==> src/rtl/chdr_xb_traffic_gen.sv <==
// Rate-shaped CHDR packet generator: header, timestamp and payload lines on
// an AXI-Stream master toward one crossbar input port.
module chdr_xb_traffic_gen #(
  parameter int          DWIDTH   = 64,
  parameter int          MTU_LOG2 = 7,
  parameter logic [15:0] SRC_ID   = 16'd0,
  parameter int          DEST_W   = 4
) (
  input  logic                clk,
  input  logic                rst_n,
  input  logic                start,
  input  logic [15:0]         cfg_num_pkts,
  input  logic [MTU_LOG2:0]   cfg_lpp,
  input  logic [6:0]          cfg_inj_rate,
  input  logic [DEST_W-1:0]   cfg_dest,
  output logic [DWIDTH-1:0]   m_axis_tdata,
  output logic                m_axis_tlast,
  output logic                m_axis_tvalid,
  input  logic                m_axis_tready,
  output logic                busy,
  output logic                done,
  output logic [15:0]         pkts_sent
);

  localparam int            LW      = MTU_LOG2 + 1;
  localparam logic [LW-1:0] MAX_LPP = LW'(2 ** MTU_LOG2);
  localparam logic [7:0]    FULL    = 8'd100;

  typedef enum logic [2:0] {IDLE, HDR, TS, PYLD, FIN} state_t;

  state_t            state_q, state_d;
  logic [63:0]       ts_cnt_q, ts_q, line_data;
  logic [15:0]       num_pkts_q, seq_q, pkts_q;
  logic [LW-1:0]     lpp_q, line_q, lpp_clamped;
  logic [6:0]        rate_q, rate_sane;
  logic [DEST_W-1:0] dest_q;
  logic [7:0]        acc_q, acc_d;
  logic              busy_q;
  logic              accept, active, valid, hs, last_line, more_pkts;

  assign accept    = (state_q == IDLE) && start;
  assign active    = state_q inside {HDR, TS, PYLD};
  assign valid     = active && (acc_q >= FULL);
  assign hs        = valid && m_axis_tready;
  assign last_line = (line_q == lpp_q - LW'(1));
  assign more_pkts = ({1'b0, pkts_q} + 17'd1) < {1'b0, num_pkts_q};

  always_comb begin
    lpp_clamped = cfg_lpp;
    if (cfg_lpp < LW'(2))
      lpp_clamped = LW'(2);
    else if (cfg_lpp > MAX_LPP)
      lpp_clamped = MAX_LPP;
    rate_sane = ((cfg_inj_rate == 7'd0) || (cfg_inj_rate > 7'd100)) ? 7'd100 : cfg_inj_rate;
  end

  // Credit accumulator: a line becomes eligible once 100 credits are banked;
  // credit only leaves on a handshake, so an offered line never retracts.
  always_comb begin
    acc_d = acc_q;
    if (active && ((acc_q < FULL) || hs))
      acc_d = acc_q + {1'b0, rate_q} - (hs ? FULL : 8'd0);
  end

  always_ff @(posedge clk or negedge rst_n) begin
    if (!rst_n)
      state_q <= IDLE;
    else
      state_q <= state_d;
  end

  always_comb begin
    state_d = state_q;
    case (state_q)
      IDLE: if (start) state_d = (cfg_num_pkts == 16'd0) ? FIN : HDR;
      HDR:  if (hs) state_d = TS;
      TS, PYLD: begin
        if (hs) begin
          if (last_line)
            state_d = more_pkts ? HDR : FIN;
          else
            state_d = PYLD;
        end
      end
      FIN:     state_d = IDLE;
      default: state_d = IDLE;
    endcase
  end

  always_ff @(posedge clk or negedge rst_n) begin
    if (!rst_n) begin
      ts_cnt_q   <= '0;
      ts_q       <= '0;
      num_pkts_q <= '0;
      lpp_q      <= LW'(2);
      rate_q     <= 7'd100;
      dest_q     <= '0;
      seq_q      <= '0;
      pkts_q     <= '0;
      acc_q      <= '0;
      line_q     <= '0;
      busy_q     <= 1'b0;
    end else begin
      ts_cnt_q <= ts_cnt_q + 64'd1;
      acc_q    <= acc_d;
      if (accept) begin
        num_pkts_q <= cfg_num_pkts;
        lpp_q      <= lpp_clamped;
        rate_q     <= rate_sane;
        dest_q     <= cfg_dest;
        seq_q      <= '0;
        pkts_q     <= '0;
        acc_q      <= '0;
        line_q     <= '0;
        busy_q     <= 1'b1;
      end else begin
        if (hs && (state_q == HDR))
          ts_q <= ts_cnt_q;
        if (hs) begin
          if (last_line) begin
            line_q <= '0;
            seq_q  <= seq_q + 16'd1;
            pkts_q <= pkts_q + 16'd1;
          end else begin
            line_q <= line_q + LW'(1);
          end
        end
        if (state_q == FIN)
          busy_q <= 1'b0;
      end
    end
  end

  always_comb begin
    line_data = '0;
    if (valid) begin
      case (state_q)
        HDR:     line_data = {SRC_ID, seq_q, 16'(lpp_q) << 3, 16'(dest_q)};
        TS:      line_data = ts_q;
        PYLD:    line_data = {seq_q, 16'd0, 32'(line_q)};
        default: line_data = '0;
      endcase
    end
    m_axis_tdata  = DWIDTH'(line_data);
    m_axis_tvalid = valid;
    m_axis_tlast  = valid && last_line;
    done          = (state_q == FIN);
    busy          = busy_q;
    pkts_sent     = pkts_q;
  end

endmodule

==> config.mk <==
export PLATFORM = sky130hd
export DESIGN_NAME = chdr_xb_traffic_gen
export DESIGN_NICKNAME = d
export VERILOG_FILES = /design/src/rtl/chdr_xb_traffic_gen.sv
export SDC_FILE = /design/constraint.sdc
export NUM_CORES = 1
export LEC_CHECK = 0
export ABC_CLOCK_PERIOD_IN_PS = 4620
export CAP_MARGIN = 40
export CELL_PAD_IN_SITES_DETAIL_PLACEMENT = 1
export CELL_PAD_IN_SITES_GLOBAL_PLACEMENT = 1
export CORE_MARGIN = 1.5
export CORE_UTILIZATION = 44
export DETAILED_ROUTE_END_ITERATION = 12
export PLACE_DENSITY_LB_ADDON = 0.1
export SYNTH_ARGS = -nofsm -noshare
export SYNTH_HDL_FRONTEND = slang
export SYNTH_SLANG_ARGS = --single-unit
==> constraint.sdc <==
create_clock -name clk -period 4.62 [get_ports clk]
set_input_delay 0.462 -clock clk [delete_from_list [all_inputs] [get_ports clk]]
set_output_delay 0.462 -clock clk [all_outputs]
set_load 0.03 [all_outputs]
After elaboration in Yosys (flattened, before gate mapping)
Index checks and enable logic that the tools add are counted.
Word-level totals
  logic and storage cells: 81
  register bits after elaboration: 215
  bits of input ports: 39
Cells by class
  bitwise gates (word level): 1
  add/subtract/negate cells: 8
  magnitude comparators: 6
  reduce and logical (&&, ||, !) cells: 20
  mux-type cells: 26
  equal/unequal tests: 8
Operator list (count)
  one-hot mux 64 bit (3 select lines): 1
  two-way mux 16 bit: 6
  adder 64 x 1 -> 64 bit, second input constant: 1
  two-way mux 64 bit: 1
  two-way mux 8 bit: 7
  adder 16 x 1 -> 16 bit, second input constant: 2
  two-way mux 3 bit: 6
  adder 16 x 1 -> 17 bit, second input constant: 1
  < comparator 17 x 16 -> 1 bit: 1
  logical NOT 16 bit: 1
  two-way mux 7 bit: 2
  one-hot mux 3 bit (3 select lines): 1
  adder 8 x 1 -> 8 bit, second input constant: 1
  adder 8 x 7 -> 8 bit: 1
  equality test 8 bit: 1
  greater-or-equal comparator 8 x 7 -> 1 bit, second input constant: 1
  > comparator 8 bit, second input constant: 1
  < comparator 8 x 2 -> 1 bit, second input constant: 1
  < comparator 8 x 7 -> 1 bit, second input constant: 1
  nonzero test 2 bit: 4
  subtractor 8 x 1 -> 8 bit, second input constant: 1
  subtractor 8 x 7 -> 8 bit: 1
  > comparator 7 bit, second input constant: 1
  logical NOT 7 bit: 1
  13 further kinds: 24

Depth between registers and ports, before layout
  depth after elaboration: 8
  gate-level depth with buffers: 13
  depth with buffers taken out: 13

Worst setup path after synthesis
No wires, ideal clock.
  path type: flip-flop to flip-flop
  from: register acc_q[2]
  to: register acc_q[6]
  stages on the path, launching flop included: 13
  data arrival time: 3.234 ns
  buffers on the path: 0
  setup slack: 1.291 ns
  path through: dfrtp_1 -> o311ai_0 -> a211o_1 -> clkinv_1 -> fa_1 -> inv_1 -> ha_1 -> nor2b_1 -> o21ai_0 -> a21boi_0 -> o21a_1 -> o21a_1 -> o31ai_1
Between the ends
  word-level cells in the longest chain between the ends: 7
Ends and longest elaborated chain
  start, declared: line 37  | logic [7:0] acc_q, acc_d;
  start signal, assigned: line 100  | acc_q <= '0;
  start signal, assigned: line 105  | acc_q <= acc_d;
  start signal, assigned: line 113  | acc_q <= '0;
  greater-or-equal comparator 8 x 7 -> 1 bit: line 43  | assign valid = active && (acc_q >= FULL);
  logical AND 1 bit: line 43
  logical AND 1 bit: line 44  | assign hs = valid && m_axis_tready;
  two-way mux 7 bit: line 62  | acc_d = acc_q + {1'b0, rate_q} - (hs ? FULL : 8'd0);
  subtractor 8 x 7 -> 8 bit: line 62
  two-way mux 8 bit: line 61  | if (active && ((acc_q < FULL) || hs))
  two-way mux 8 bit: line 106  | if (accept) begin
Several ways; a longest one is shown, not always the timed one. The select of a mux whose other input is x is not followed.
A chain may end at the register's enable or synchronous reset.

Worst setup path in the final report
  from: register state_q[1]
  to: output port m_axis_tdata[25]
Between the ends
  word-level cells in the longest chain between the ends: 4
Ends and longest elaborated chain
  start, declared: line 31  | state_t state_q, state_d;
  start signal, assigned: line 69  | state_q <= state_d;
  equality test 3 x 1 -> 1 bit / equality test 3 x 2 -> 1 bit (equally long branches): line 42, 137
  nonzero test 3 bit: line 42  | assign active = state_q inside {HDR, TS, PYLD};
  logical AND 1 bit: line 43
  two-way mux 64 bit *: line 136  | if (valid) begin
  end, declared: line 16  | output logic [DWIDTH-1:0] m_axis_tdata,
Every way passes the cells marked *; elsewhere a longest branch is shown, timed or not.

==> metrics list <==
* Library cell occupying the most area in the post-synthesis netlist: sky130_fd_sc_hd__dfrtp_1
* Total number of vias: 8872
- Cts bufs inserted: 25
- In this run, the number of DRC markers left after iteration 0 of detailed routing was 387.
- For this run, the total global-route usage over all layers was measured as 0.232.
* Final RePlAce weighted congestion: 0.821
* Data arrival at the endpoint of the critical path: 3.44 ns
- Critical Path End Type: output port
- Clock slew at reported path FFs: approximately 0.060 ns
- Clock insertion delay at the later pin of the skew report: 0.53 ns
* Remaining design rule violation count: 0
- In this run, post-CTS repair resized a total of 0 instances.
- RSZ-0062 raised after global routing: false
- The via count of the first global-routing pass came to just over 9000.
- Setup repair bufs after CTS: 0
- In this run the vertical extent of the chip is 163 µm.
- Standby leakage power: ~0.0061 µW
* Syn. warnings: 0
- Number of antenna cells inserted: 0
* Master cell of the clock root buffer: sky130_fd_sc_hd__clkbuf_16
* CTS sink cnt: between 200 and 250
* Power after layout: 6720 µW
* Logic depth of the worst register-to-register path: 13
- Setup Viol. Count Final: 0
- Endpoint, Worst Hold: dest_q[0]
- Worst Setup Path Type: reg -> out
- Clock skew on the completed layout was measured at about 0.017 ns.
- Final Critical Period: between 3 and 4 ns
* Mean area per synthesized cell: 9.86 µm²
- FF+latch count, synth: 215
- Commonest cells after routing, fill and taps aside: sky130_fd_sc_hd__dfrtp_1 (211), sky130_fd_sc_hd__clkdlybuf4s50_1 (121), sky130_fd_sc_hd__nand2_1 (104), sky130_fd_sc_hd__nor2_1 (95), sky130_fd_sc_hd__o21ai_0 (70)
- Area added between synthesis and finish: 21.6%
- Die area: 26500 µm²
- Final count of hold timing violations: 0
- Worst-case clock buffer depth: 3
- Die outline width: about 160 µm
- For the pin with the worst max-slew slack, the measured transition is 0.733 ns.
- Fraction of final layout cells with drive strength greater than 1: 0.113
- The first global-routing pass estimated ~49000 µm of wire.
- Port buffering added 122 buffers.
- Static timing analysis puts the maximum clock frequency at 256 MHz.
- Total of fill cells in the finished design: 2817
* HPWL Detailed: 20800 µm
* Number of cell rows: 58
* Depth of the CTS H-tree: 1
* Worst flop-to-flop path endpoint: acc_q[6]
- The portion of synthesized area spent on multiplexers is 0.0804.
- Once layout is complete, the utilization of the core stands at 0.545.
- After clock tree synthesis, the flow added hold-fix buffers numbering 1.
* Post-Route WL: between 30000 and 40000 µm
* Primary FF master, synth: sky130_fd_sc_hd__dfrtp_1
- Setup_tns: 0 ns
* Total standard cell area after synthesis: between 10000 and 15000 µm²
- Of the total synthesized cell area, the portion taken by full adders, half adders and majority gates is 0.0387.
* TritonCTS clock tree: done
- Largest family of logic cells by synthesized area: simple AND/OR/NAND/NOR gates
- EDFF count, synth: 0
- The worst register-to-register path begins at acc_q[4].
- Max Cap Viol: 0
- The worst register-to-register path has a setup slack of 1.04 ns.
- Number of max-slew violations in the final report: 0
- Of all nets on the critical path, the largest fanout is 19.
- Peak supply drop: 0.277 mV
- Final cell count without fillers: 1600
- Hold/Removal Path Class: in -> reg
- The flow ran to the end, and the final reports show no timing, DRC or antenna violations.
- After synthesis, the cell types taking the most area are sky130_fd_sc_hd__dfrtp_1 (47%), sky130_fd_sc_hd__mux2_2 (5.9%), sky130_fd_sc_hd__xnor2_1 (4.0%).
- Number of cells after detailed placement: 1553
* Seq/Total Area, Yosys: 0.479
- Count of TritonRoute iterations in the first routing pass: 4
* Antenna violations before repair: 0
- Core area: between 20000 and 30000 µm²
- Most common library cell in the layout ignoring fill and taps: sky130_fd_sc_hd__dfrtp_1
* Total nets after synthesis: 1213
- Slew Limit Headroom: 0.512
- Of the total synthesized cell area, the portion taken by AND, OR, NAND and NOR gates is 0.185.
- The area fraction in compound gates after synthesis came to 0.105.
* Overflow after GRT: 0
- Distinct cells, synth: 63
- Synthesis produced a netlist whose cell count is approximately 1100.
* Sequential cell area: 5390 µm²
- Final ANT Viol Nets: 0
* Crit path launch type: flip-flop
* Launch point of the worst hold path: cfg_dest[0]
* Initial core utilization: 0.448
* Share of synthesized registers carrying an async set or reset: 1.00
* Depth of the worst hold-timing path: 3
- Of the post-synthesis cell area, the dominant cell type holds 0.469.
- Top-level I/O count: 123
* Maximum number of pins on one net before global-route repair: roughly 130
- DR vias/cell: 5.55
- Final Cycle Share: 0.845
- Average wire length per cell after detail routing: 18.9 µm
* Area used by multi-input combinational logic: around 5400 µm²
- Required time at the worst-slack endpoint: 4.16 ns
- At the end of the flow, the number of nets in the layout was 1323.
- Of the total synthesized cell area, the portion taken by XOR and XNOR cells is 0.0708.
- Across all hold checks on the routed design, the worst slack comes to 0.471 ns.
- P per Cell Area: 491 nW/µm²
[critical path: stages (launching register included)]
cell and delay (ns):
sky130_fd_sc_hd__dfrtp_1 0.61, sky130_fd_sc_hd__nor2b_1 0.43, sky130_fd_sc_hd__nor2b_2 0.60, sky130_fd_sc_hd__buf_4 0.34, sky130_fd_sc_hd__a22oi_1 0.09, sky130_fd_sc_hd__nor2_1 0.15, sky130_fd_sc_hd__clkdlybuf4s50_1 0.69
[per-layer routing]
metal,wire length [µm],up-vias,GRT usage
li1,-,4212,-
met1,13500,4462,0.309
met2,14500,156,0.396
met3,1510,42,0.0321
met4,628,0,0.0651
met5,0,-,0
[state kept, by name (all words and copies together) (netlist names)]
name,cells
acc_q,8
busy,1
dest_q,4
line_q,8
lpp_q,8
num_pkts_q,16
pkts_sent,16
rate_q,7
seq_q,16
state_q,3
ts_cnt_q,64
ts_q,64
[how the worst max path moves through the flow]
stage / start / depth (start not counted) / endpoint / slack [ns]
global route: state_q[1] / 6 / m_axis_tdata[26] / 0.52
finish: state_q[1] / 6 / m_axis_tdata[25] / 0.72
global placement: m_axis_tready / 14 / acc_q[6] / 1.08
CTS: lpp_q[1] / 9 / m_axis_tlast / 0.72
detailed placement: m_axis_tready / 14 / acc_q[6] / 0.96
floorplan: acc_q[2] / 12 / acc_q[6] / 1.29
[power breakdown]
group | leakage, µW | internal, µW | switching, µW
clock | 0.000400 | 1150 | 803
combinational | 0.00286 | 953 | 1440
sequential | 0.00289 | 2140 | 223
total | 0.00615 | 4250 | 2470
[per-stage QoR]
step	instance area (µm²)	worst slack (ns)
floorplan	11300	1.29
global placement	12800	1.08
detailed placement	12900	0.957
CTS	13700	0.715
global route	13700	0.520
finish	13700	0.715
[synth_stat cells (all sizes together), types with 3 or more instances]
cell type / count
o21a: 3
nor3: 17
clkbuf: 48
and3: 26
nor2: 95
or3b: 3
buf: 7
dfrtp: 211
dfstp: 4
nand3: 48
fa: 3
o31a: 3
ha: 30
o31ai: 14
and2: 5
o21ai: 70
mux2: 59
nor4: 14
or4: 18
and4: 8
nand2: 104
xnor2: 52
nand2b: 3
mux2i: 24
nand4: 23
xor2: 39
a22oi: 29
nor2b: 7
or3: 19
a22o: 4
a21oi: 41
inv: 65
o211ai: 3
or2: 12
[final cells by class]
| type | instances | share of cell area |
|---|---|---|
| well taps | 330 | 0.0302 |
| repair buffers | 138 | 0.103 |
| clock buffers | 36 | 0.0531 |
| clock inverters | 10 | 0.00613 |
| inverters | 66 | 0.0181 |
| flip-flops and latches | 215 | 0.394 |
| multi-input cells | 805 | 0.396 |
[cells by family after synthesis]
family	after synthesis
simple gates	410
xor+xnor	91
flops	215
mux	83
compound gates	188
fa+ha+maj	33
buf+inv	121
No activity file was read; power rests on OpenSTA's default activity.
